## src/rtl/seq_argmax_pkg.sv

```systemverilog
// -----------------------------------------------------------------------------
// seq_argmax_pkg
//   Definitions shared by the sequential classifier layers:
//   - sum_width(m): bits needed to hold a popcount in 0..m
//   - idx_width(c): bits needed to index c classes (at least 1)
//   - state_e     : IDLE/SCAN encoding used by the sequential scanners
// -----------------------------------------------------------------------------
package seq_argmax_pkg;

  typedef enum logic {
    ST_IDLE = 1'b0,
    ST_SCAN = 1'b1
  } state_e;

  function automatic int sum_width(input int m);
    return $clog2(m + 1);
  endfunction

  function automatic int idx_width(input int c);
    return (c > 1) ? $clog2(c) : 1;
  endfunction

endpackage : seq_argmax_pkg

```

## src/rtl/seq_argmax_if.sv

```systemverilog
// -----------------------------------------------------------------------------
// seq_argmax_if
//   Start/done handshake and result bus of the argmax stage.
//   Signals:
//     start     : one-cycle request pulse, sums valid in the same cycle
//     sums      : packed class sums, class i at [i*SUML +: SUML]
//     busy      : scan in progress
//     done      : one-cycle pulse, class_idx/max_val just updated
//     class_idx : index of the maximum sum
//     max_val   : value of the maximum sum
//   Modports:
//     master : the requester (drives start/sums)
//     slave  : the argmax stage
// -----------------------------------------------------------------------------
interface seq_argmax_if
  import seq_argmax_pkg::*;
#(
  parameter int C = 4,
  parameter int M = 4
);

  localparam int SUML = sum_width(M);
  localparam int IDXW = idx_width(C);

  logic                 start;
  logic [SUML*C-1:0]    sums;
  logic                 busy;
  logic                 done;
  logic [IDXW-1:0]      class_idx;
  logic [SUML-1:0]      max_val;

  modport master (
    output start, sums,
    input  busy, done, class_idx, max_val
  );

  modport slave (
    input  start, sums,
    output busy, done, class_idx, max_val
  );

endinterface : seq_argmax_if

```

## src/rtl/seq_argmax.sv

```systemverilog
// -----------------------------------------------------------------------------
// seq_argmax
//   Classifier output stage. On start, snapshots the packed per-class popcount
//   sums and scans them one class per cycle with a single comparator, then
//   pulses done with the winning class index and its score.
//   Latency: start in cycle 0 -> done in cycle C; busy high in cycles 1..C-1.
//   Ties resolve to the lowest index (strict compare).
//   Ports:
//     clk : system clock, rising edge
//     rst : asynchronous active-low reset
//     bus : seq_argmax_if.slave (start, sums, busy, done, class_idx, max_val)
// -----------------------------------------------------------------------------
module seq_argmax
  import seq_argmax_pkg::*;
#(
  parameter int C = 4,
  parameter int M = 4
) (
  input  logic          clk,
  input  logic          rst,
  seq_argmax_if.slave   bus
);

  localparam int SUML = sum_width(M);
  localparam int IDXW = idx_width(C);

  state_e              r_state;
  logic [SUML*C-1:0]   r_shadow;
  logic [SUML-1:0]     r_best_val;
  logic [IDXW-1:0]     r_best_idx;
  logic [IDXW-1:0]     r_cnt;
  logic                r_busy;
  logic                r_done;
  logic [IDXW-1:0]     r_class_idx;
  logic [SUML-1:0]     r_max_val;

  logic [SUML-1:0]     w_cur;
  logic                w_better;
  logic                w_last;

  // Select the class currently under test from the shadow copy.
  always_comb begin
    // NOTE: default first so every path assigns w_cur and no latch is inferred.
    w_cur = '0;
    for (int i = 0; i < C; i++) begin
      if (r_cnt == IDXW'(i)) w_cur = r_shadow[i*SUML +: SUML];
    end
  end

  assign w_better = (w_cur > r_best_val);
  assign w_last   = (r_cnt == IDXW'(C - 1));

  always_ff @(posedge clk or negedge rst) begin
    if (!rst) begin
      r_state     <= ST_IDLE;
      // NOTE: the shadow register is small flops, not RAM, so it is cleared
      // with the rest of the state; a mid-scan reset leaves nothing stale.
      r_shadow    <= '0;
      r_best_val  <= '0;
      r_best_idx  <= '0;
      r_cnt       <= '0;
      r_busy      <= 1'b0;
      r_done      <= 1'b0;
      r_class_idx <= '0;
      r_max_val   <= '0;
    end else begin
      // NOTE: non-blocking throughout so every branch sees pre-edge values.
      r_done <= 1'b0;
      case (r_state)
        ST_IDLE: begin
          if (bus.start) begin
            r_shadow   <= bus.sums;
            r_best_val <= bus.sums[SUML-1:0];
            r_best_idx <= '0;
            r_cnt      <= IDXW'(1);
            if (C == 1) begin
              // Single class: the answer is known at the start edge.
              r_done      <= 1'b1;
              r_class_idx <= '0;
              r_max_val   <= bus.sums[SUML-1:0];
            end else begin
              r_state <= ST_SCAN;
              r_busy  <= 1'b1;
            end
          end
        end

        ST_SCAN: begin
          // start is not looked at here, so a request while busy is dropped.
          if (w_better) begin
            r_best_val <= w_cur;
            r_best_idx <= r_cnt;
          end
          if (w_last) begin
            // Publish the result including this cycle's compare.
            r_class_idx <= w_better ? r_cnt : r_best_idx;
            r_max_val   <= w_better ? w_cur : r_best_val;
            r_done      <= 1'b1;
            r_busy      <= 1'b0;
            r_state     <= ST_IDLE;
          end else begin
            r_cnt <= r_cnt + IDXW'(1);
          end
        end

        default: begin
          r_state <= ST_IDLE;
          r_busy  <= 1'b0;
        end
      endcase
    end
  end

  assign bus.busy      = r_busy;
  assign bus.done      = r_done;
  assign bus.class_idx = r_class_idx;
  assign bus.max_val   = r_max_val;

endmodule : seq_argmax

```

## src/flat_wrapper.sv

```systemverilog
// flat-port wrapper written by rule: the top's interface ports become plain ports
module seq_argmax_flat import seq_argmax_pkg::*;
#(
  parameter int C = 4,
  parameter int M = 4
)
  (clk, rst, bus_start, bus_sums, bus_busy, bus_done, bus_class_idx, bus_max_val);
  seq_argmax_if #(.C(C), .M(M)) bus_i ();
  input  logic clk;
  input  logic rst;
  input wire logic [$bits(bus_i.start)-1:0] bus_start;
  input wire logic [$bits(bus_i.sums)-1:0] bus_sums;
  output wire logic [$bits(bus_i.busy)-1:0] bus_busy;
  output wire logic [$bits(bus_i.done)-1:0] bus_done;
  output wire logic [$bits(bus_i.class_idx)-1:0] bus_class_idx;
  output wire logic [$bits(bus_i.max_val)-1:0] bus_max_val;
  assign bus_i.start = bus_start;
  assign bus_i.sums = bus_sums;
  assign bus_busy = bus_i.busy;
  assign bus_done = bus_i.done;
  assign bus_class_idx = bus_i.class_idx;
  assign bus_max_val = bus_i.max_val;
  seq_argmax #(.C(C), .M(M)) u_core (.clk(clk), .rst(rst), .bus(bus_i));
endmodule
```

## config.mk

```make
export PLATFORM = sky130hd
export DESIGN_NAME = seq_argmax_flat
export DESIGN_NICKNAME = d
export VERILOG_FILES = /design/src/rtl/seq_argmax_pkg.sv /design/src/rtl/seq_argmax_if.sv /design/src/rtl/seq_argmax.sv /design/src/flat_wrapper.sv
export SDC_FILE = /design/constraint.sdc
export NUM_CORES = 1
export LEC_CHECK = 0
export ABC_AREA = 1
export BUFFER_PORTS_ARGS = -buffer_cell sky130_fd_sc_hd__buf_2
export CAP_MARGIN = 25
export CORE_ASPECT_RATIO = 1.75
export CORE_UTILIZATION = 30
export CTS_BUF_LIST = sky130_fd_sc_hd__clkbuf_4
export DETAILED_ROUTE_END_ITERATION = 16
export GPL_TIMING_DRIVEN = 0
export MAX_ROUTING_LAYER = met4
export PLACE_DENSITY = 0.58
export SLEW_MARGIN = 20
export SYNTH_ARGS = -nofsm -noshare
export SYNTH_HDL_FRONTEND = slang
export SYNTH_SLANG_ARGS = --single-unit
export TNS_END_PERCENT = 50
```

## constraint.sdc

```tcl
create_clock -name clk -period 2.2 [get_ports clk]
set_clock_uncertainty 0.05 [all_clocks]
set_input_delay 0.66 -clock clk [delete_from_list [all_inputs] [get_ports clk]]
set_output_delay 0.66 -clock clk [all_outputs]
set_load 0.01 [all_outputs]
```

* Yosys cells after proc, flatten, opt, wreduce, memory -nomap -nowiden
Cells that the tools add are included.
** Word-level totals
- Register bits after elaboration :: 27
- Bits in latches :: 0
- Memory bits (writable) :: 0
- Memory bits (read-only) :: 0
- Input port bits :: 15
- Output and inout port bits :: 7
- Logic and storage cells :: 44
- Memories :: 0
** Cells by class
- Add/sub/neg operators :: 1
- Multipliers :: 0
- Div/mod/pow operators :: 0
- $lt $le $gt $ge :: 1
- Equal/unequal tests :: 6
- Shift operators :: 0
- Mux-type cells :: 21
- Bitwise logic cells :: 1
- Reduce and logical (&&, ||, !) cells :: 5
** Operator list (number)
- 3-bit 2-to-1 mux :: 6
- 2-bit 2-to-1 mux :: 4
- 2-bit one-hot mux with 2 select lines :: 2
- 2-bit AND reduction :: 4
- 1-bit 2-to-1 mux :: 6
- 2-bit inequality test (second input constant) :: 3
- 3-bit one-hot mux with 2 select lines :: 1
- 2-bit == test (second input constant) :: 2
- 1-bit one-hot mux with 2 select lines :: 2
- 3-bit greater-than comparator :: 1
- 2-bit by 1-bit adder with 2-bit output (second input constant) :: 1
- 2-bit by 1-bit == test with 1-bit output (second input constant) :: 1
- 2-bit zero test :: 1
- 1-bit NOT :: 1

* Depth between registers and ports, before layout
Gate-level depths: netlist of the first run.
- Word-level depth :: 8
- Depth in mapped cells :: 16
- Gate-level depth less buffers :: 16

* Worst setup path after synthesis of the first run
No wires, ideal clock.
- Path type :: register to register
- Start :: register u_core.r_cnt[0]
- End :: register u_core.r_max_val[0] (netlist: u_core.bus.max_val[0])
- Library setup time :: 117 ps
- Arrival :: 1821 ps
- Data required time :: 2033 ps
- Setup slack :: 211 ps
- Cell stages (with the launch flop) :: 15
- Buffers on the path :: 0
- Period minus slack after synthesis :: 1989 ps
- Cells stage by stage :: dfrtp_1 inv_1 ha_1 inv_1 nand3_1 nand2_1 nand2_1 inv_1 ha_1 nand2_2 nor2_4 o21bai_2 nand2_1 nand3_1 nand2_1
** Between the ends
- Cells in the longest elaborated chain, start to end :: 7
- Elaborated cells on any way between the ends :: 11
- Those cells by class :: 1 x order compare; 3 x eq/ne; 5 x mux; 2 x reduce/logical
** Ends and longest elaborated chain
- start, declared :: RTL line seq_argmax.sv:31 : logic [IDXW-1:0] r_cnt;
- start signal, assigned :: RTL line seq_argmax.sv:102 : r_cnt <= r_cnt + IDXW'(1);
- 2-bit zero test :: RTL line seq_argmax.sv:46 : if (r_cnt == IDXW'(i)) w_cur = r_shadow[i*SUML +: SUML];
- 3-bit 2-to-1 mux (4 in series) :: RTL line seq_argmax.sv:46
- 3-bit greater-than comparator :: RTL line seq_argmax.sv:50 : assign w_better = (w_cur > r_best_val);
- 3-bit 2-to-1 mux
- end signal, assigned :: RTL line seq_argmax.sv:80 : r_max_val <= bus.sums[SUML-1:0];
- end signal, assigned :: RTL line seq_argmax.sv:97 : r_max_val <= w_better ? w_cur : r_best_val;
- end, declared :: RTL line seq_argmax.sv:35 : logic [SUML-1:0] r_max_val;
Several ways; a longest one is shown, not always the timed one.
A chain may end at the register's enable or synchronous reset.

* Final worst setup path of the first run
- Start :: register u_core.r_cnt[1]
- End :: register u_core.r_best_val[0]
** Between the ends
- Cells in the longest elaborated chain, start to end :: 8
- Elaborated cells on any way between the ends :: 11
- Those cells by class :: 1 x order compare; 3 x eq/ne; 6 x mux; 1 x reduce/logical
** Ends and longest elaborated chain
- 2-bit zero test :: RTL line seq_argmax.sv:46
- 3-bit 2-to-1 mux (3 in series) :: RTL line seq_argmax.sv:46
- 3-bit 2-to-1 mux (*) :: RTL line seq_argmax.sv:46
- 3-bit greater-than comparator :: RTL line seq_argmax.sv:50
- 3-bit 2-to-1 mux (*) :: RTL line seq_argmax.sv:90 : if (w_better) begin
- 3-bit one-hot mux with 2 select lines (*) :: RTL line seq_argmax.sv:69 : case (r_state)
- end signal, assigned :: RTL line seq_argmax.sv:73 : r_best_val <= bus.sums[SUML-1:0];
- end signal, assigned :: RTL line seq_argmax.sv:91 : r_best_val <= w_cur;
- end, declared :: RTL line seq_argmax.sv:29 : logic [SUML-1:0] r_best_val;
Mark *: on every way between the ends. The rest lies on a longest branch, timed or not.

==> report_table.html, run 1 <==
<table>
<tr><th>Metric</th><th>Value</th></tr>
<tr><th colspan="2">Outcome</th></tr>
<tr><td>Run status</td><td>finished with violations</td></tr>
<tr><td>Failing checks</td><td>negative setup slack</td></tr>
<tr><th colspan="2">Logic synthesis</th></tr>
<tr><td>Number of standard cells after synthesis</td><td>~170</td></tr>
<tr><td>Fraction of the mapped netlist area in adder cells</td><td>0.0611</td></tr>
<tr><td>Number of enable-type register cells in the synthesized netlist</td><td>0</td></tr>
<tr><td>Proportion of synthesized area in mux cells</td><td>0</td></tr>
<tr><td>Share of synthesized registers carrying an async set or reset</td><td>1.00</td></tr>
<tr><td>Average footprint of a synthesized cell</td><td>8.23 µm²</td></tr>
<tr><td>Complex-gate fraction of the synthesized area</td><td>0.0690</td></tr>
<tr><td>Xor and xnor fraction of the mapped netlist area</td><td>0</td></tr>
<tr><td>Synth Net Count</td><td>196</td></tr>
<tr><td>Largest family of logic cells by synthesized area</td><td>simple AND/OR/NAND/NOR gates</td></tr>
<tr><td>Netlist area before placement</td><td>approximately 0.0014 mm²</td></tr>
<tr><td>Dominant register cell in the synthesized netlist</td><td>sky130_fd_sc_hd__dfrtp_1</td></tr>
<tr><td>Synth cell types</td><td>19</td></tr>
<tr><td>Number of storage elements in the synthesis netlist</td><td>27</td></tr>
<tr><td>Simple-gate share of the synthesized area</td><td>0.314</td></tr>
<tr><td>Sequential-to-total area share from yosys stat</td><td>0.472</td></tr>
<tr><td>Synthesis Warnings</td><td>0</td></tr>
<tr><th colspan="2">Hold path</th></tr>
<tr><td>Path class of the lowest-slack min-delay path</td><td>in -&gt; async</td></tr>
<tr><th colspan="2">Global route</th></tr>
<tr><td>Antenna violations before repair</td><td>0</td></tr>
<tr><td>Overflow left after global routing</td><td>0</td></tr>
<tr><td>Vias in the first global route</td><td>about 1200</td></tr>
<tr><td>Pin count of the biggest net entering global routing</td><td>28</td></tr>
<tr><td>Global-route wire length before repair</td><td>5550 µm</td></tr>
<tr><td>Total global-route track usage</td><td>0.153</td></tr>
<tr><th colspan="2">Placed design</th></tr>
<tr><td>Placement-stage worst setup slack</td><td>-0.0580 ns</td></tr>
<tr><td>Routability cong.</td><td>approximately 0.80</td></tr>
<tr><td>Placed wire-length estimate after detailed placement</td><td>2280 µm</td></tr>
<tr><td>Number of buffers added on ports</td><td>21</td></tr>
<tr><th colspan="2">Critical path</th></tr>
<tr><td>Top Family by Delay on Critical Path</td><td>simple AND/OR/NAND/NOR gates</td></tr>
<tr><td>Required time at the worst-slack endpoint</td><td>2.40 ns</td></tr>
<tr><td>Critical path peak fanout</td><td>5</td></tr>
<tr><td>Slowest stage cell, crit path</td><td>sky130_fd_sc_hd__dfrtp_2</td></tr>
<tr><td>Capturing point of the worst reg2reg path</td><td>u_core.r_best_val[0]</td></tr>
<tr><td>Worst reg2reg setup slack</td><td>-0.01 ns</td></tr>
<tr><td>Crit-path most repeated cell</td><td>sky130_fd_sc_hd__nand2_2</td></tr>
<tr><td>Largest stage delay, worst path</td><td>0.48 ns</td></tr>
<tr><td>Endpoint kind of the worst setup timing path</td><td>flop</td></tr>
<tr><td>Crit Path Category</td><td>reg -&gt; reg</td></tr>
<tr><td>Buf+Inv Stages, Crit Path</td><td>2</td></tr>
<tr><td>Crit start category</td><td>flop</td></tr>
<tr><td>Count of cells along the worst register-to-register path</td><td>14</td></tr>
<tr><td>WP data arrival</td><td>2.41 ns</td></tr>
<tr><td>Ordered list of cells on the worst path</td><td>buf_6 -&gt; ha_4 -&gt; a21oi_2 -&gt; nand2_1 -&gt; nand2_2 -&gt; inv_2 -&gt; ha_4 -&gt; nand2_1 -&gt; nand2_2 -&gt; nor2_4 -&gt; nor2_4 -&gt; nand3_2 -&gt; nand3_2 -&gt; nand2_2</td></tr>
<tr><td>Worst flop-to-flop path startpoint</td><td>u_core.r_cnt[1]</td></tr>
<tr><th colspan="2">STA</th></tr>
<tr><td>Number of pins exceeding their max-slew limit in the final report</td><td>0</td></tr>
<tr><td>Post-layout min period</td><td>around 2.2 ns</td></tr>
<tr><td>Hold violation count in the final report</td><td>0</td></tr>
<tr><td>Relative slew margins</td><td>0.587</td></tr>
<tr><td>Unrepaired setup endpoints after global routing</td><td>yes</td></tr>
<tr><td>Hold slack</td><td>0.259 ns</td></tr>
<tr><td>Final critical-path share of the clock period</td><td>1.00</td></tr>
<tr><td>Transition time of the tightest slew-check pin</td><td>0.620 ns</td></tr>
<tr><td>Achievable Freq</td><td>between 400 and 500 MHz</td></tr>
<tr><td>Final number of setup-violating endpoints</td><td>7</td></tr>
<tr><td>Minimum setup slack in the final design</td><td>-0.00959 ns</td></tr>
<tr><th colspan="2">Die</th></tr>
<tr><td>Chip height</td><td>93.4 µm</td></tr>
<tr><td>Starting density of the core</td><td>0.319</td></tr>
<tr><td>Die Outline Area</td><td>a little over 0.005 mm²</td></tr>
<tr><td>I/O pin count</td><td>22</td></tr>
<tr><td>Die width</td><td>roughly 54 µm</td></tr>
<tr><td>Core ar.</td><td>0.00448 mm²</td></tr>
<tr><td>Rows</td><td>32</td></tr>
<tr><th colspan="2">Detailed routing</th></tr>
<tr><td>Residual antenna-violating net count after detailed routing</td><td>0</td></tr>
<tr><td>Number of design-rule violations left by the first detailed-router iteration</td><td>19</td></tr>
<tr><td>Post-detailed-route DRC marker count</td><td>0</td></tr>
<tr><td>Drt total wl</td><td>approximately 3200 µm</td></tr>
<tr><td>Router iterations before antenna repair</td><td>4</td></tr>
<tr><td>Mean routed wirelength per cell</td><td>~12 µm</td></tr>
<tr><td>Drt via density</td><td>4.58</td></tr>
<tr><td>Vias</td><td>about 1200</td></tr>
<tr><th colspan="2">Run</th></tr>
<tr><td>Number of maximum-capacitance constraint violations</td><td>0</td></tr>
<tr><th colspan="2">Clock tree</th></tr>
<tr><td>Worst-path clk slew</td><td>0.15 ns</td></tr>
<tr><td>Maximum clock insertion buffer count</td><td>2</td></tr>
<tr><td>Number of buffers inserted during clock tree synthesis</td><td>3</td></tr>
<tr><td>Clock tree from TritonCTS</td><td>built</td></tr>
<tr><td>Insertion delay of the later-clocked pin in the worst-skew pair</td><td>roughly 0.34 ns</td></tr>
<tr><td>Clock net sink count</td><td>27</td></tr>
<tr><td>Clock H-tree levels</td><td>1</td></tr>
<tr><td>Cell chosen for the clock root</td><td>sky130_fd_sc_hd__clkbuf_4</td></tr>
<tr><td>Number of hold-repair buffers added at the cts stage</td><td>0</td></tr>
<tr><th colspan="2">Finish</th></tr>
<tr><td>Area Overhead vs Synth</td><td>31.2%</td></tr>
<tr><td>Number of nets in the final layout</td><td>~230</td></tr>
<tr><td>Fillers</td><td>around 470</td></tr>
<tr><td>Proportion of layout cells with a drive suffix above 1</td><td>0.426</td></tr>
<tr><td>Diode count</td><td>0</td></tr>
<tr><td>Area taken by multi-input logic gates</td><td>797 µm²</td></tr>
<tr><td>Leading cell type in the layout, fill and taps excluded</td><td>sky130_fd_sc_hd__nand2_1</td></tr>
<tr><td>Top library cells by usage in the layout, fill and taps aside</td><td>61 x sky130_fd_sc_hd__nand2_1, 25 x sky130_fd_sc_hd__dfrtp_1, 21 x sky130_fd_sc_hd__buf_2</td></tr>
<tr><td>Area occupied by registers</td><td>678 µm²</td></tr>
</table>
-- worst max-delay path by stage --
stage	start	endpoint	slack (ns)	cells past startpoint
2_1_floorplan	u_core.r_cnt[0]	u_core.bus.max_val[0]	0.21	14
5_1_grt	u_core.r_cnt[1]	u_core.r_best_val[0]	-0.12	14
6_report	u_core.r_cnt[1]	u_core.r_best_val[0]	-0.01	14
3_3_place_gp	u_core.r_cnt[0]	u_core.bus.max_val[0]	-0.04	14
4_1_cts	u_core.r_cnt[1]	u_core.bus.max_val[0]	0.003	14
3_5_place_dp	u_core.r_cnt[0]	u_core.r_best_val[1]	-0.06	13
-- metal layers --
layer  part of all wire  vias to the layer above  track usage  wire length (µm)
li1                   -                      608            -                 -
met1               0.39                      551        0.175              1260
met2               0.54                       22        0.263              1760
met3              0.036                        9       0.0163               116
met4              0.030                        0       0.0577                97
met5                  0                        -            -                 0
-- final cells by class --
| class | instances | area share |
|---|---|---|
| plain buffers | 2 | 0.0120 |
| clock inverters | 1 | 0.00266 |
| multi-input cells | 121 | 0.424 |
| repair buffers | 31 | 0.0999 |
| well taps | 51 | 0.0340 |
| inverters | 24 | 0.0546 |
| clock buffers | 3 | 0.0120 |
| flip-flops and latches | 27 | 0.361 |
-- state kept, by name, indices dropped and copies added (netlist names) --
register and flops:
u_core.r_shadow 12, u_core.bus.max_val 3, u_core.r_best_val 3, u_core.bus.class_idx 2, u_core.r_best_idx 2, u_core.r_cnt 2, u_core.bus.busy 1, u_core.bus.done 1
u_core.r_state 1
-- repair_timing --
item,4_1_cts,5_1_grt
resized for setup,27,17
setup buffers,6,4
endpoints found under the setup margin,10,10
pin swaps,9,18
-- Yosys cell counts, types with 4 or more instances --
cell / n / area, µm²
sky130_fd_sc_hd__inv_1: 18 / 67.6
sky130_fd_sc_hd__o21ai_2: 4 / 35.0
sky130_fd_sc_hd__ha_1: 7 / 87.6
sky130_fd_sc_hd__nor2_4: 5 / 56.3
sky130_fd_sc_hd__nand3_1: 15 / 75.1
sky130_fd_sc_hd__dfrtp_1: 27 / 676
sky130_fd_sc_hd__nand2_1: 71 / 267
-- through the flow --
| stage | setup TNS (ns) | utilization | area, µm² | std cells |
|---|---|---|---|---|
| final | -0.0457 | 0.419 | 1880 | 260 |
| after global routing | -1.08 | 0.419 | 1880 | 260 |
| after CTS | 0 | 0.400 | 1800 | 256 |
| after detailed placement | -0.380 | 0.357 | 1600 | 246 |
| after global placement | -0.206 | 0.357 | 1600 | 246 |
| after floorplan | 0 | - | 1430 | 174 |
-- kinds of logic (layout without fill, tap and decap cells) --
| family | count (synthesis) | after routing |
|---|---|---|
| and+or+nand+nor | 99 | 99 |
| DFF | 27 | 27 |
| buffers and inverters | 26 | 61 |
| AOI/OAI and AO/OA | 15 | 15 |
| adders and majority gates | 7 | 7 |
Power of run 1 is not shown: default switching activity piles up to over one toggle a cycle in this logic, so the estimate is an artifact.
==> run 2: changes to the inputs <==
CELL_PAD_IN_SITES_DETAIL_PLACEMENT = 0   (was default)
CELL_PAD_IN_SITES_GLOBAL_PLACEMENT = 1   (was default)
PLACE_DENSITY = 0.7   (was 0.58)
==> report_table.html, run 2 (synthesized netlist as in run 1, its figures left out) <==
<table>
<tr><th>Metric</th><th>Value</th></tr>
<tr><th colspan="2">Outcome</th></tr>
<tr><td>Run status</td><td>finished with violations</td></tr>
<tr><td>Failing checks</td><td>negative setup slack</td></tr>
<tr><th colspan="2">Critical path</th></tr>
<tr><td>Required time at the worst-slack endpoint</td><td>2.43 ns (+0.03 ns)</td></tr>
<tr><td>Slowest stage cell, crit path</td><td>sky130_fd_sc_hd__dfrtp_1</td></tr>
<tr><td>Largest stage delay, worst path</td><td>0.46 ns (-0.02 ns)</td></tr>
<tr><td>Crit-path most repeated cell</td><td>sky130_fd_sc_hd__buf_4</td></tr>
<tr><td>Crit start category</td><td>flop</td></tr>
<tr><td>Crit Path Category</td><td>reg -&gt; reg</td></tr>
<tr><td>Worst flop-to-flop path startpoint</td><td>u_core.r_cnt[1]</td></tr>
<tr><td>Critical path peak fanout</td><td>3 (-2)</td></tr>
<tr><td>Launch point of the critical path</td><td>u_core.r_cnt[1]</td></tr>
<tr><td>Worst reg2reg setup slack</td><td>-0.05 ns (-0.04 ns)</td></tr>
<tr><td>Ordered list of cells on the worst path</td><td>inv_2 -&gt; ha_4 -&gt; nand2_2 -&gt; nand2_1 -&gt; nand3_1 -&gt; nand2_1 -&gt; nand2_2 -&gt; buf_4 -&gt; buf_4 -&gt; buf_4 -&gt; buf_4 -&gt; buf_4 -&gt; buf_4 -&gt; buf_4 -&gt; nand2_4 -&gt; nand3_2 -&gt; nand2_1</td></tr>
<tr><td>Capturing point of the worst reg2reg path</td><td>u_core.r_best_val[2]</td></tr>
<tr><td>Endpoint kind of the worst setup timing path</td><td>flop</td></tr>
<tr><td>Capture point of the worst path</td><td>u_core.r_best_val[2]</td></tr>
<tr><td>Count of cells along the worst register-to-register path</td><td>17 (+3)</td></tr>
<tr><td>WP data arrival</td><td>2.48 ns (+0.07 ns)</td></tr>
<tr><th colspan="2">Finish</th></tr>
<tr><td>Number of nets in the final layout</td><td>235 (+1.3%)</td></tr>
<tr><td>Post-route design area</td><td>0.00189 mm² (+0.40%)</td></tr>
<tr><td>Diode count</td><td>0 (unchanged)</td></tr>
<tr><td>Top library cells by usage in the layout, fill and taps aside</td><td>59 x sky130_fd_sc_hd__nand2_1, 27 x sky130_fd_sc_hd__dfrtp_1, 21 x sky130_fd_sc_hd__buf_2</td></tr>
<tr><td>Proportion of layout cells with a drive suffix above 1</td><td>0.429 (+0.00341)</td></tr>
<tr><td>Max FFs per register</td><td>12 (unchanged)</td></tr>
<tr><td>Top register by number of flip-flops</td><td>u_core.r_shadow</td></tr>
<tr><td>Leading cell type in the layout, fill and taps excluded</td><td>sky130_fd_sc_hd__nand2_1</td></tr>
<tr><td>Area Overhead vs Synth</td><td>31.7%</td></tr>
<tr><td>Non-Filler Instances</td><td>263 (+1.2%)</td></tr>
<tr><th colspan="2">Detailed routing</th></tr>
<tr><td>Residual antenna-violating net count after detailed routing</td><td>0 (unchanged)</td></tr>
<tr><td>Mean routed wirelength per cell</td><td>12.4 µm (-0.22%)</td></tr>
<tr><td>Drt total wl</td><td>3270 µm (+0.93%)</td></tr>
<tr><td>Drt via density</td><td>4.46 (-2.5%)</td></tr>
<tr><td>Vias</td><td>1174 (-1.3%)</td></tr>
<tr><td>Router iterations before antenna repair</td><td>3 (-1)</td></tr>
<tr><td>Post-detailed-route DRC marker count</td><td>0 (unchanged)</td></tr>
<tr><td>Number of design-rule violations left by the first detailed-router iteration</td><td>27 (+8)</td></tr>
<tr><th colspan="2">STA</th></tr>
<tr><td>Post-layout min period</td><td>2.25 ns (+0.0392 ns)</td></tr>
<tr><td>Achievable Freq</td><td>445 MHz (-1.7%)</td></tr>
<tr><td>Number of pins exceeding their max-slew limit in the final report</td><td>0 (unchanged)</td></tr>
<tr><td>Transition time of the tightest slew-check pin</td><td>0.628 ns (+0.00810 ns)</td></tr>
<tr><td>Final number of setup-violating endpoints</td><td>2 (-5)</td></tr>
<tr><td>Relative slew margins</td><td>0.582 (-0.00540)</td></tr>
<tr><td>Final critical-path share of the clock period</td><td>1.02 (+0.0178)</td></tr>
<tr><td>Unrepaired setup endpoints after global routing</td><td>yes</td></tr>
<tr><td>Minimum setup slack in the final design</td><td>-0.0488 ns (-0.0392 ns)</td></tr>
<tr><td>Sum Neg Setup Slack</td><td>-0.0733 ns (-0.0276 ns)</td></tr>
<tr><td>Hold violation count in the final report</td><td>0 (unchanged)</td></tr>
<tr><th colspan="2">Clock tree</th></tr>
<tr><td>Maximum clock insertion buffer count</td><td>2 (unchanged)</td></tr>
<tr><td>Clock H-tree levels</td><td>1 (unchanged)</td></tr>
<tr><td>Insertion delay of the later-clocked pin in the worst-skew pair</td><td>0.34 ns (about the same)</td></tr>
<tr><td>Worst-path clk slew</td><td>0.16 ns (about the same)</td></tr>
<tr><td>Number of hold-repair buffers added at the cts stage</td><td>0 (unchanged)</td></tr>
<tr><td>Number of buffers inserted during clock tree synthesis</td><td>3 (unchanged)</td></tr>
<tr><td>Clock net sink count</td><td>27 (unchanged)</td></tr>
<tr><td>Cell chosen for the clock root</td><td>sky130_fd_sc_hd__clkbuf_4</td></tr>
<tr><td>Clock tree from TritonCTS</td><td>built</td></tr>
<tr><th colspan="2">Global route</th></tr>
<tr><td>Total global-route track usage</td><td>0.160 (+0.00631)</td></tr>
<tr><td>Global-route wire length before repair</td><td>5700 µm (+2.6%)</td></tr>
<tr><td>Vias in the first global route</td><td>1235 (-0.72%)</td></tr>
<tr><td>Overflow left after global routing</td><td>0 (unchanged)</td></tr>
<tr><td>Pin count of the biggest net entering global routing</td><td>28 (unchanged)</td></tr>
<tr><td>Antenna violations before repair</td><td>0 (unchanged)</td></tr>
<tr><th colspan="2">Die</th></tr>
<tr><td>Die Outline Area</td><td>0.00507 mm² (unchanged)</td></tr>
<tr><td>Core ar.</td><td>0.00448 mm² (unchanged)</td></tr>
<tr><td>I/O pin count</td><td>22 (unchanged)</td></tr>
<tr><td>Die width</td><td>54.2 µm (unchanged)</td></tr>
<tr><td>Rows</td><td>32 (unchanged)</td></tr>
<tr><td>Chip height</td><td>93.4 µm (unchanged)</td></tr>
<tr><td>Starting density of the core</td><td>0.319 (unchanged)</td></tr>
<tr><th colspan="2">Placed design</th></tr>
<tr><td>Cell count after placement</td><td>246 (unchanged)</td></tr>
<tr><td>Placed wire-length estimate after detailed placement</td><td>2310 µm (+1.4%)</td></tr>
<tr><td>Number of buffers added on ports</td><td>21 (unchanged)</td></tr>
<tr><td>Instance area at placement</td><td>0.00160 mm² (unchanged)</td></tr>
<tr><td>Routability cong.</td><td>0.798 (-0.11%)</td></tr>
<tr><th colspan="2">Hold path</th></tr>
<tr><td>Path class of the lowest-slack min-delay path</td><td>in -&gt; async</td></tr>
<tr><th colspan="2">Run</th></tr>
<tr><td>Number of maximum-capacitance constraint violations</td><td>0 (unchanged)</td></tr>
</table>
## run 2: cell count changes in the layout (fill, tap and decap cells not counted), moves of 2 or more
cell / change
sky130_fd_sc_hd__inv_4: -2
sky130_fd_sc_hd__buf_4: +3
sky130_fd_sc_hd__dfrtp_1: +2
sky130_fd_sc_hd__nand2_1: -2
sky130_fd_sc_hd__dfrtp_2: -2
## run 2: per-layer routing
metal	GRT usage	part of all wire
met5	-	0
met1	0.183	0.38
met4	0.0577	0.024
met3	0.0146	0.025
met2	0.275	0.57
## run 2: worst min-delay path by stage
stage,cells after the start,slack (ns),endpoint
finish,1,0.25,u_core.bus.class_idx[0]
detailed placement,2,0.41,u_core.bus.class_idx[1]
floorplan,0,0.31,u_core.bus.busy
global placement,2,0.41,u_core.bus.class_idx[1]
global route,1,0.30,u_core.bus.done
CTS,1,0.28,u_core.bus.done
## run 2: layout make-up
type	instances	area (µm²)
Buffer	2	22.5
Fill cell	464	2600
Clock inverter	1	5.00
Sequential cell	27	676
Timing Repair Buffer	34	210
Clock buffer	3	22.5
Multi-Input combinational cell	121	790
Tap cell	51	63.8
Inverter	24	97.6
## run 2: stage by stage
| step | utilization | hold WS [ns] | setup slack, ns |
|---|---|---|---|
| 3_3_place_gp | 0.357 | 0.409 | -0.0530 |
| 4_1_cts | 0.412 | 0.284 | -0.0347 |
| 6_report | 0.421 | 0.252 | -0.0488 |
| 2_1_floorplan | - | 0.314 | 0.211 |
| 3_5_place_dp | 0.357 | 0.410 | -0.0606 |
| 5_1_grt | 0.421 | 0.304 | -0.149 |
## run 2: what timing repair did
item,4_1_cts,5_1_grt
cloned,0,0
resized for setup,30,9
pin swaps,14,13
setup buffers,12,1
endpoints found under the setup margin,10,10
endpoints found under the hold margin,0,0
## run 2: worst max-delay path: cells and delay by family (launching register included)
kind / cells / cell delay [ns]
buffers and inverters: 8 / 0.99
adder cells (fa/ha/maj): 1 / 0.17
flip-flops: 1 / 0.46
AND/OR/NAND/NOR: 8 / 0.53
Power of run 2 is left out for the same reason.
==> run 3: changes to the inputs <==
==> constraint.sdc (replaced) <==
create_clock -name clk -period 2.2 [get_ports clk]
set_clock_uncertainty 0.05 [all_clocks]
set_input_delay 0.11 -clock clk [delete_from_list [all_inputs] [get_ports clk]]
set_output_delay 0.11 -clock clk [all_outputs]
set_load 0.01 [all_outputs]
==> report_table.html, run 3 (synthesized netlist as in run 1, its figures left out) <==
<table>
<tr><th>Metric</th><th>Value</th></tr>
<tr><th colspan="2">STA</th></tr>
<tr><td>Relative slew margins</td><td>0.582 (+0.000974)</td></tr>
<tr><td>Hold slack</td><td>0.0361 ns (-0.216 ns)</td></tr>
<tr><td>Post-layout min period</td><td>2.23 ns (-0.0163 ns)</td></tr>
<tr><td>Achievable Freq</td><td>448 MHz (+0.73%)</td></tr>
<tr><td>Number of pins exceeding their max-slew limit in the final report</td><td>0 (unchanged)</td></tr>
<tr><td>Final number of setup-violating endpoints</td><td>2 (unchanged)</td></tr>
<tr><td>Unrepaired setup endpoints after global routing</td><td>yes</td></tr>
<tr><td>Final critical-path share of the clock period</td><td>1.01 (-0.00740)</td></tr>
<tr><td>Minimum setup slack in the final design</td><td>-0.0325 ns (+0.0163 ns)</td></tr>
<tr><td>Transition time of the tightest slew-check pin</td><td>0.626 ns (-0.00146 ns)</td></tr>
<tr><td>Hold violation count in the final report</td><td>0 (unchanged)</td></tr>
<tr><th colspan="2">Critical path</th></tr>
<tr><td>Worst reg2reg setup slack</td><td>-0.03 ns (+0.02 ns)</td></tr>
<tr><td>Largest stage delay, worst path</td><td>0.46 ns (about the same)</td></tr>
<tr><td>Crit-path most repeated cell</td><td>sky130_fd_sc_hd__buf_4</td></tr>
<tr><td>Ordered list of cells on the worst path</td><td>inv_2 -&gt; ha_4 -&gt; nand2_2 -&gt; nand2_1 -&gt; nand3_1 -&gt; nand2_1 -&gt; nand2_2 -&gt; buf_4 -&gt; buf_4 -&gt; buf_4 -&gt; buf_4 -&gt; buf_4 -&gt; buf_4 -&gt; buf_4 -&gt; nand2_4 -&gt; nand3_2 -&gt; nand2_1</td></tr>
<tr><td>Crit start category</td><td>flop</td></tr>
<tr><td>Required time at the worst-slack endpoint</td><td>2.44 ns (about the same)</td></tr>
<tr><td>Crit Path Category</td><td>reg -&gt; reg</td></tr>
<tr><td>Endpoint kind of the worst setup timing path</td><td>flop</td></tr>
<tr><td>Top Family by Delay on Critical Path</td><td>buffers and inverters</td></tr>
<tr><td>Capturing point of the worst reg2reg path</td><td>u_core.r_best_val[2]</td></tr>
<tr><td>WP data arrival</td><td>2.47 ns (about the same)</td></tr>
<tr><td>Critical path peak fanout</td><td>3 (unchanged)</td></tr>
<tr><td>Worst flop-to-flop path startpoint</td><td>u_core.r_cnt[1]</td></tr>
<tr><td>Buf+Inv Stages, Crit Path</td><td>8 (unchanged)</td></tr>
<tr><td>Count of cells along the worst register-to-register path</td><td>17 (unchanged)</td></tr>
<tr><td>Slowest stage cell, crit path</td><td>sky130_fd_sc_hd__dfrtp_1</td></tr>
<tr><th colspan="2">Global route</th></tr>
<tr><td>Vias in the first global route</td><td>1310 (+6.1%)</td></tr>
<tr><td>Total global-route track usage</td><td>0.165 (+0.00558)</td></tr>
<tr><td>Pin count of the biggest net entering global routing</td><td>28 (unchanged)</td></tr>
<tr><td>Overflow left after global routing</td><td>0 (unchanged)</td></tr>
<tr><td>Antenna violations before repair</td><td>0 (unchanged)</td></tr>
<tr><td>Global-route wire length before repair</td><td>5920 µm (+3.9%)</td></tr>
<tr><th colspan="2">Hold path</th></tr>
<tr><td>Path class of the lowest-slack min-delay path</td><td>in -&gt; reg</td></tr>
<tr><td>Worst Hold Endpoint</td><td>u_core.r_best_idx[0]</td></tr>
<tr><td>Worst Hold Depth</td><td>4</td></tr>
<tr><td>Startpoint of the lowest-slack hold path</td><td>bus_start</td></tr>
<tr><th colspan="2">Outcome</th></tr>
<tr><td>Failing checks</td><td>negative setup slack</td></tr>
<tr><td>Run status</td><td>finished with violations</td></tr>
<tr><th colspan="2">Clock tree</th></tr>
<tr><td>Number of buffers inserted during clock tree synthesis</td><td>3 (unchanged)</td></tr>
<tr><td>Cell chosen for the clock root</td><td>sky130_fd_sc_hd__clkbuf_4</td></tr>
<tr><td>Clock net sink count</td><td>27 (unchanged)</td></tr>
<tr><td>Clock tree from TritonCTS</td><td>built</td></tr>
<tr><td>Clock H-tree levels</td><td>1 (unchanged)</td></tr>
<tr><td>Insertion delay of the later-clocked pin in the worst-skew pair</td><td>0.33 ns (about the same)</td></tr>
<tr><td>Maximum clock insertion buffer count</td><td>2 (unchanged)</td></tr>
<tr><td>Worst-path clk slew</td><td>0.16 ns (about the same)</td></tr>
<tr><th colspan="2">Placed design</th></tr>
<tr><td>Placed wire-length estimate after detailed placement</td><td>2310 µm (unchanged)</td></tr>
<tr><td>Number of buffers added on ports</td><td>21 (unchanged)</td></tr>
<tr><td>Routability cong.</td><td>0.798 (unchanged)</td></tr>
<tr><td>Cell count after placement</td><td>246 (unchanged)</td></tr>
<tr><th colspan="2">Die</th></tr>
<tr><td>Rows</td><td>32 (unchanged)</td></tr>
<tr><td>Core ar.</td><td>0.00448 mm² (unchanged)</td></tr>
<tr><td>Die width</td><td>54.2 µm (unchanged)</td></tr>
<tr><td>Chip height</td><td>93.4 µm (unchanged)</td></tr>
<tr><td>Starting density of the core</td><td>0.319 (unchanged)</td></tr>
<tr><td>Die Outline Area</td><td>0.00507 mm² (unchanged)</td></tr>
<tr><td>I/O pin count</td><td>22 (unchanged)</td></tr>
<tr><th colspan="2">Finish</th></tr>
<tr><td>Area Overhead vs Synth</td><td>42.2%</td></tr>
<tr><td>Top register by number of flip-flops</td><td>u_core.r_shadow</td></tr>
<tr><td>Leading cell type in the layout, fill and taps excluded</td><td>sky130_fd_sc_hd__nand2_1</td></tr>
<tr><td>Top library cells by usage in the layout, fill and taps aside</td><td>59 x sky130_fd_sc_hd__nand2_1, 27 x sky130_fd_sc_hd__dfrtp_1, 21 x sky130_fd_sc_hd__buf_2</td></tr>
<tr><td>Proportion of layout cells with a drive suffix above 1</td><td>0.414 (-0.0151)</td></tr>
<tr><td>Number of nets in the final layout</td><td>250 (+6.4%)</td></tr>
<tr><td>Diode count</td><td>0 (unchanged)</td></tr>
<tr><td>Max FFs per register</td><td>12 (unchanged)</td></tr>
<tr><td>Non-Filler Instances</td><td>278 (+5.7%)</td></tr>
<tr><th colspan="2">Detailed routing</th></tr>
<tr><td>Router iterations before antenna repair</td><td>4 (+1)</td></tr>
<tr><td>Number of design-rule violations left by the first detailed-router iteration</td><td>36 (+33%)</td></tr>
<tr><td>Drt total wl</td><td>3360 µm (+3.0%)</td></tr>
<tr><td>Vias</td><td>1236 (+5.3%)</td></tr>
<tr><td>Drt via density</td><td>4.45 (-0.40%)</td></tr>
<tr><td>Mean routed wirelength per cell</td><td>12.1 µm (-2.6%)</td></tr>
<tr><td>Residual antenna-violating net count after detailed routing</td><td>0 (unchanged)</td></tr>
<tr><td>Post-detailed-route DRC marker count</td><td>0 (unchanged)</td></tr>
<tr><th colspan="2">Run</th></tr>
<tr><td>Number of maximum-capacitance constraint violations</td><td>0 (unchanged)</td></tr>
</table>
## run 3: worst max path at each step
| stage | from | endpoint | slack, ns | cells past startpoint |
|---|---|---|---|---|
| after floorplan | u_core.r_cnt[0] | u_core.bus.max_val[0] | 0.21 | 14 |
| after global placement | u_core.r_cnt[0] | u_core.r_best_val[2] | -0.05 | 14 |
| after detailed placement | u_core.r_cnt[0] | u_core.r_best_val[2] | -0.06 | 14 |
| after CTS | u_core.r_cnt[0] | u_core.r_best_val[2] | -0.03 | 16 |
| after global routing | u_core.r_cnt[1] | u_core.r_best_idx[0] | -0.15 | 16 |
| final | u_core.r_cnt[1] | u_core.r_best_val[2] | -0.03 | 17 |
## run 3: layout make-up
type	count	area [µm²]
fillers	451	2450
multi-input cells	121	795
flip-flops and latches	27	676
repair buffers	49	355
inverters	24	97.6
well taps	51	63.8
clock buffers	3	22.5
plain buffers	2	22.5
clock inverters	1	5.00
## run 3: metal layers
metal / vias up / GRT usage / part of all wire
met5: - / - / 0
li1: 642 / - / -
met4: 0 / 0.0577 / 0.024
met1: 569 / 0.183 / 0.39
met3: 7 / 0.0146 / 0.020
met2: 18 / 0.293 / 0.56
## run 3: stage by stage
stage / TNS (ns) / setup slack, ns / area (µm²) / util
finish: -0.0427 / -0.0325 / 2040 / 0.454
CTS: -0.104 / -0.0347 / 1980 / 0.441
global route: -1.26 / -0.146 / 2040 / 0.454
global placement: -0.348 / -0.0530 / 1600 / 0.357
floorplan: 0 / 0.211 / 1430 / -
detailed placement: -0.359 / -0.0606 / 1600 / 0.357
## run 3: what timing repair did
item / CTS / global route
gates resized for setup: 30 / 10
cloned: 0 / 0
pin swaps: 14 / 15
setup buffers: 12 / 3
hold buffers: 13 / 0
endpoints found under the setup margin: 10 / 10
hold endpoints to repair: 39 / 0
## run 3: tightest hold or removal path: cells and delay by family
family	cells	cell delay [ns]
buf+inv	1	0.13
simple gates	3	0.16
Power of run 3 is left out for the same reason.
